File: src/rtl/control_sequencer.sv
// Multi-cycle fetch/decode/execute/writeback/update sequencer driving instruction_decoder and the datapath.
// Five cycles per instruction with no backpressure; start is a one-shot pulse accepted only in IDLE.
module control_sequencer #(
  parameter int PC_WIDTH  = 5,
  parameter int LAST_ADDR = 20,
  parameter int CNT_WIDTH = 16
) (
  input  logic                 clk,
  input  logic                 reset,
  input  logic                 start,
  input  logic [31:0]          instruction,
  input  logic [PC_WIDTH-1:0]  pc,
  input  logic [31:0]          rs_data,
  input  logic [31:0]          rt_data,
  output logic                 control,
  output logic [PC_WIDTH-1:0]  next_pc_address,
  output logic [4:0]           rs_addr,
  output logic [4:0]           rt_addr,
  output logic [4:0]           rd_addr,
  output logic [15:0]          imm,
  output logic [1:0]           alu_op,
  output logic                 alu_src_imm,
  output logic                 reg_write,
  output logic                 halted,
  output logic                 bad_target,
  output logic [CNT_WIDTH-1:0] instr_count
);

  localparam logic [5:0] OP_ADD  = 6'b010000;
  localparam logic [5:0] OP_SHL  = 6'b100000;
  localparam logic [5:0] OP_ADDI = 6'b110000;
  localparam logic [5:0] OP_SUBI = 6'b111000;
  localparam logic [5:0] OP_J    = 6'b000010;
  localparam logic [5:0] OP_BEQ  = 6'b000100;

  localparam logic [PC_WIDTH:0] LAST = (PC_WIDTH+1)'(LAST_ADDR);

  typedef enum logic [2:0] {
    IDLE, FETCH, DECODE, EXECUTE, WRITEBACK, UPDATE, HALT
  } state_t;

  state_t             state;
  logic [31:0]        ir;
  logic               writes;
  logic               jump;
  logic [PC_WIDTH:0]  tgt;
  logic [PC_WIDTH:0]  pc_inc;
  logic [5:0]         fetch_op;

  // One extra bit so pc+1 from the top address reads as out of range instead of wrapping to 0.
  assign pc_inc   = {1'b0, pc} + (PC_WIDTH+1)'(1);
  assign fetch_op = instruction[31:26];

  // Register fields come straight from IR, which only changes at the FETCH edge.
  assign rs_addr = ir[25:21];
  assign rt_addr = ir[20:16];
  assign rd_addr = alu_src_imm ? ir[20:16] : ir[15:11];
  assign imm     = ir[15:0];

  always_ff @(posedge clk) begin
    if (!reset) begin
      state           <= IDLE;
      ir              <= '0;
      writes          <= 1'b0;
      jump            <= 1'b0;
      tgt             <= '0;
      control         <= 1'b0;
      next_pc_address <= '0;
      alu_op          <= 2'b00;
      alu_src_imm     <= 1'b0;
      reg_write       <= 1'b0;
      halted          <= 1'b0;
      bad_target      <= 1'b0;
      instr_count     <= '0;
    end else begin
      reg_write <= 1'b0;
      case (state)
        IDLE: begin
          if (start) begin
            state           <= FETCH;
            control         <= 1'b1;
            next_pc_address <= pc;
          end
        end
        FETCH: begin
          ir          <= instruction;
          control     <= 1'b0;
          state       <= DECODE;
          writes      <= 1'b0;
          alu_src_imm <= 1'b0;
          alu_op      <= 2'b11;
          case (fetch_op)
            OP_ADD:  begin alu_op <= 2'b00; writes <= 1'b1; end
            OP_SHL:  begin alu_op <= 2'b10; writes <= 1'b1; end
            OP_ADDI: begin alu_op <= 2'b00; writes <= 1'b1; alu_src_imm <= 1'b1; end
            OP_SUBI: begin alu_op <= 2'b01; writes <= 1'b1; alu_src_imm <= 1'b1; end
            default: ;
          endcase
        end
        DECODE: state <= EXECUTE;
        EXECUTE: begin
          state     <= WRITEBACK;
          reg_write <= writes;
          jump      <= 1'b0;
          tgt       <= pc_inc;
          if (ir[31:26] == OP_J || (ir[31:26] == OP_BEQ && rs_data == rt_data)) begin
            jump <= 1'b1;
            tgt  <= {1'b0, ir[PC_WIDTH-1:0]};
          end
        end
        WRITEBACK: begin
          state <= UPDATE;
          if (tgt <= LAST) begin
            control         <= 1'b1;
            next_pc_address <= tgt[PC_WIDTH-1:0];
          end
        end
        UPDATE: begin
          if (instr_count != '1) instr_count <= instr_count + CNT_WIDTH'(1);
          if (tgt <= LAST) begin
            state <= FETCH;
          end else begin
            state      <= HALT;
            control    <= 1'b0;
            halted     <= 1'b1;
            bad_target <= jump;
          end
        end
        HALT: ;
        default: state <= IDLE;
      endcase
    end
  end

endmodule
File: config.mk
export PLATFORM = sky130hd
export DESIGN_NAME = control_sequencer
export DESIGN_NICKNAME = d
export VERILOG_FILES = /design/src/rtl/control_sequencer.sv
export SDC_FILE = /design/constraint.sdc
export NUM_CORES = 1
export LEC_CHECK = 0
export ABC_CLOCK_PERIOD_IN_PS = 3400
export BUFFER_PORTS_ARGS = -buffer_cell sky130_fd_sc_hd__buf_2
export CAP_MARGIN = 20
export CORE_UTILIZATION = 35
export DETAILED_ROUTE_END_ITERATION = 10
export GPL_ROUTABILITY_DRIVEN = 1
export HOLD_SLACK_MARGIN = 0.03
export SETUP_SLACK_MARGIN = 0.1
export SYNTH_ARGS = -nofsm -noshare
export SYNTH_HDL_FRONTEND = slang
export SYNTH_SLANG_ARGS = --single-unit
File: constraint.sdc
create_clock -name clk -period 3.4 [get_ports clk]
set_clock_uncertainty 0.15 [all_clocks]
set_input_delay 0.51 -clock clk [delete_from_list [all_inputs] [get_ports clk]]
set_output_delay 0.51 -clock clk [all_outputs]
set_load 0.1 [all_outputs]
Yosys cells after proc, flatten, opt, wreduce, memory -nomap -nowiden --
Cells that the tools add are included.
Storage, ports and cells: flip-flop bits (word level) 71, output and inout port bits 59, logic and storage cells 65
Cells by class: add/sub/neg operators 2, order comparisons 1, equal/unequal tests 17, muxes and demuxes 16, bitwise operators 2, reduce and logical (&&, ||, !) cells 14
Operators by type and width (count):
- equality test 32 bit | 1
- one-hot mux 3 bit (7 select lines) | 1
- equality test 6 bit (second input constant) | 3
- adder 16 x 1 -> 16 bit (second input constant) | 1
- inequality test 16 bit (second input constant) | 1
- 2-to-1 mux 5 bit | 3
- one-hot mux 5 bit (2 select lines) | 1
- equality test 3 bit (second input constant) | 3
- AND reduction 2 bit | 4
- adder 5 x 1 -> 6 bit (second input constant) | 1
- equality test 3 x 2 -> 1 bit (second input constant) | 2
- equality test 6 x 2 -> 1 bit (second input constant) | 1
- equality test 6 x 3 -> 1 bit (second input constant) | 1
- equality test 6 x 5 -> 1 bit (second input constant) | 1
- <= comparator 6 x 5 -> 1 bit (second input constant) | 1
- 2-to-1 mux 1 bit | 6
- 2-to-1 mux 3 bit | 2
- 2-to-1 mux 6 bit | 1
- inequality test 2 bit (second input constant) | 3
- one-hot mux 2 bit (3 select lines) | 1
- one-hot mux 1 bit (4 select lines) | 1
- AND reduction 4 bit | 1
- nonzero test 4 bit | 1
- OR reduction 2 bit | 2
- other kinds (8) | 9

Depth between registers and ports, before layout --
depth after elaboration 4, mapped depth 7, gate-level depth less buffers 7

Worst setup path before layout --
No wires, ideal clock.
path kind reg2reg, start point reg instr_count[0], end point reg instr_count[8], arrival 2474 ps, required time 3135 ps, slack 661 ps, stages on the path, launching flop included 7, path buffers 0, period minus slack after synthesis 2739 ps, cells stage by stage dfxtp_1 > ha_1 > nand3_1 > a2111oi_2 > nand4_1 > xnor2_1 > and2_1
On the way: longest elaborated chain between the ends 2
Ends and longest elaborated chain:
- start: declaration | RTL line 26 | output logic [CNT_WIDTH-1:0] instr_count
- start signal: assignment | RTL line 119 | if (instr_count != '1) instr_count <= instr_count + CNT_WIDTH'(1);
- parallel branches: the longest is 2 deep, another holds adder 16 x 1 -> 16 bit
Several ways; the timed one is not identified. A chain may end at the register's enable or synchronous reset.

Final worst setup path --
start point reg ir[31], end point reg tgt[2]
On the way: longest elaborated chain between the ends 4
Ends and longest elaborated chain:
- start: declaration | RTL line 43 | logic [31:0] ir;
- start signal: assignment | RTL line 86 | ir <= instruction;
- equality test 6 x 3 -> 1 bit | RTL line 106 | if (ir[31:26] == OP_J || (ir[31:26] == OP_BEQ && rs_data == rt_data)) begin
- logical AND 1 bit | RTL line 106
- logical OR 1 bit (*) | RTL line 106
- 2-to-1 mux 6 bit (*) | RTL line 106
- end signal: assignment | RTL line 105 | tgt <= pc_inc;
- end signal: assignment | RTL line 108 | tgt <= {1'b0, ir[PC_WIDTH-1:0]};
- end: declaration | RTL line 46 | logic [PC_WIDTH:0] tgt;
Mark *: on every way between the ends. The rest lies on a longest branch, timed or not.

==> summary.md <==
| Metric | Value |
|---|---|
| Compound-cell area share of the yosys netlist | around 15% |
| Clock transition at path regs | roughly 0.08 ns |
| Syn Inst Count | roughly 430 |
| Maximum vdd drop | 0.197 mV |
| # Post-CTS Setup Buffers | 0 |
| CTS root buf | clkbuf_8 |
| Leading cell type in the layout, fill and taps excluded | buf_2 |
| First-pass GRT wire length | 14500 µm |
| Total power | 2.05 mW |
| Die ar. | 11100 µm² |
| GP Congestion | between 0.7 and 0.8 |
| Max Slew Vio Count | 0 |
| Max-slew headroom | 43.2% |
| Final WL | 8910 µm |
| Commonest non-fill, non-tap cells in the layout | buf_2, nand2_1, dfxtp_1, a21boi_0, xor2_1 |
| Tmin final | 2.31 ns |
| Mapped Nets | 533 |
| Reg area | 1420 µm² |
| Setup_tns | 0 ns |
| Initial Utilization | 36.2% |
| Drt pass-1 iters | 4 |
| Vias in the first global route | 3278 |
| Mean post-synth cell area | 8.74 µm² |
| Fillers | slightly above 1000 |
| Synth warnings | 0 |
| Status | finished clean |
| # rows | 37 |
| Synth Register Bits | between 70 and 80 |
| Clock sink total | 71 |
| Final Hold Fails | 0 |
| Cts hold-fix bufs | 0 |
| Final setup viols | 0 |
| Skew-Pair Late Insertion Delay | 0.35 ns |
| XOR/XNOR Fraction of Synth Area | 11.5% |
| H-tree depth | 3 |
| Post-place instance area | 4460 µm² |
| CP arrival | 2.38 ns |
| CP Class | flip-flop to flip-flop |
| Clock buffer depth | 2 |
| Core ar. | 10300 µm² |
| Layout cells sized above 1 | 35.5% |
| Crit path launch type | flip-flop |
| PwrDens | 443 nW/µm² |
| # IOs | 163 |
| Post-route ant nets | 0 |
| F_max | 433 MHz |
| Synth-to-Final Area Change | 24.1% |
| Most used DFF post-synth | dfxtp_1 |
| Synth Cell Area | between 3000 and 4000 µm² |
| FF-to-FF setup slack | around 1.1 ns |
| CTS tree | built |
| Design Area, Final | 4630 µm² |
| DRC | 0 |
| Die H | 105 µm |
| Multi-input gate area | 2020 µm² |
| CTS resizes | 0 |
| Hpwl dp | 6530 µm |
| Critical Path RT | 3.47 ns |
| GRT overflow | 0 |
| Mux cell area share after synthesis | 3.39% |
| Largest net degree at the start of global routing | 58 |
| RSZ-0062 raised after global routing | no |
| Pleak | about 2.1 nW |
| Kind of end point of the critical path | flip-flop |
| DR WL/cell | 12.8 µm |
| Number of flops mapped to enable cells by yosys | 0 |
| Period utilisation layout | 68.0% |
| Max-Cap Viols | 0 |
| Largest family of logic cells by synthesized area | simple AND/OR/NAND/NOR gates |
| DR vias | 3296 |
| Initial antenna violation count | 0 |
| Ant diodes | 0 |
| Measured slew at the worst slew-check pin | 0.852 ns |
| Die Width | 105 µm |
| Sequential element share of the synthesized area | between 30% and 40% |
| GR Util All Layers | 16.2% |
| Synth unique cells | 51 |
| Tightest Hold Check Type | input port to flip-flop |
| Initial DRC count | 161 |
| Area share of and/or/nand/nor cells after synthesis | 22.9% |
| Critical Path Fanout Max | 8 |
| PortBufs | roughly 160 |
| Via density | 4.73 |
| CTS Buf Count | 9 |
| Ys async rst share | 0% |
| Layout Nets | 662 |
| Synth Area in Adders | 0.939% |
## stage by stage
stage / util (%) / setup WS, ns / cells / hold WS, ns
floorplan: - / 0.661 / 427 / 0.291
global placement: 43.2 / 0.816 / 681 / 0.296
detailed placement: 43.2 / 0.776 / 681 / 0.300
CTS: 44.9 / 1.06 / 697 / 0.240
global route: 44.9 / 0.923 / 697 / 0.242
finish: 44.9 / 1.09 / 697 / 0.256
## final timing paths
check | start | endpoint | cells after the start
min reg2reg | ir[8]$_SDFFE_PN0P_ | ir[8]$_SDFFE_PN0P_ | 2
min | instruction[15] | ir[15]$_SDFFE_PN0P_ | 3
max | ir[31]$_SDFFE_PN0P_ | tgt[2]$_SDFFE_PN0N_ | 6
max reg2reg | ir[31]$_SDFFE_PN0P_ | tgt[2]$_SDFFE_PN0N_ | 6
## logic make-up after synthesis
kind of cell    Yosys count
simple gates            164
compound gates           76
flops                    71
buf+inv                  52
xor+xnor                 49
mux                      12
fa+ha+maj                 3
## final cells by class
| type | count | area share [%] |
|---|---|---|
| multi-input combinational | 304 | 43.5 |
| clock buffer | 10 | 2.75 |
| timing repair buffer | 165 | 18.0 |
| tap | 136 | 3.67 |
| sequential | 71 | 30.7 |
| clock inverter | 6 | 0.972 |
| inverter | 5 | 0.405 |
## Yosys cell counts (2+ instances only)
library cell,n,area share [%]
a211oi_2,2,0.67
a21boi_0,35,7.0
a21oi_1,4,0.54
a22oi_1,3,0.60
a31oi_1,5,0.84
and2_1,13,2.2
and3_1,6,1.0
and4_1,2,0.47
buf_2,3,0.40
buf_4,26,5.2
clkbuf_1,18,1.8
dfxtp_1,71,38
ha_1,2,0.67
inv_1,5,0.50
mux2_2,5,1.5
mux2i_1,7,1.9
nand2_1,75,7.5
nand2b_1,3,0.50
nand3_1,16,2.1
nand4_1,6,1.0
nor2_1,10,1.0
nor2b_1,8,1.3
nor3_1,3,0.40
nor3_2,2,0.54
nor4_1,7,1.2
o2111ai_1,2,0.47
o211a_1,5,1.3
o211ai_1,4,0.80
o21a_1,4,0.80
o21ai_0,7,0.94
xnor2_1,23,5.4
xor2_1,26,6.1
## registers in the layout, indices dropped and copies added, names as in the netlist
register and count:
alu_src_imm 1, jump 1, writes 1, bad_target 1
alu_op 2, reg_write 1, next_pc_address 5, ir 32
instr_count 16, halted 1, state 3, control 1
tgt 6
## where the power goes
part | internal, mW | leakage [nW] | switching [mW] | total, mW
Clock | 0.269 | 0.0793 | 0.342 | 0.611
Combinational | 0.143 | 1.45 | 0.395 | 0.538
Sequential | 0.873 | 0.577 | 0.0322 | 0.905
## layer usage
layer | vias to the layer above | GRT usage [%] | routed length (µm)
li1 | 1691 | - | -
met1 | 1476 | 18.9 | 3850
met2 | 119 | 28.0 | 4240
met3 | 10 | 5.26 | 730
met4 | 0 | 4.93 | 96
met5 | - | 0 | 0
## critical path, stage by stage, from the launching register on
cell	delay, ns
dfxtp_1	0.33
nor4_2	0.31
nand3_1	0.11
or4_4	0.46
nor4_4	0.50
or2_2	0.23
o211ai_1	0.10
No activity file was read; power rests on OpenSTA's default activity.
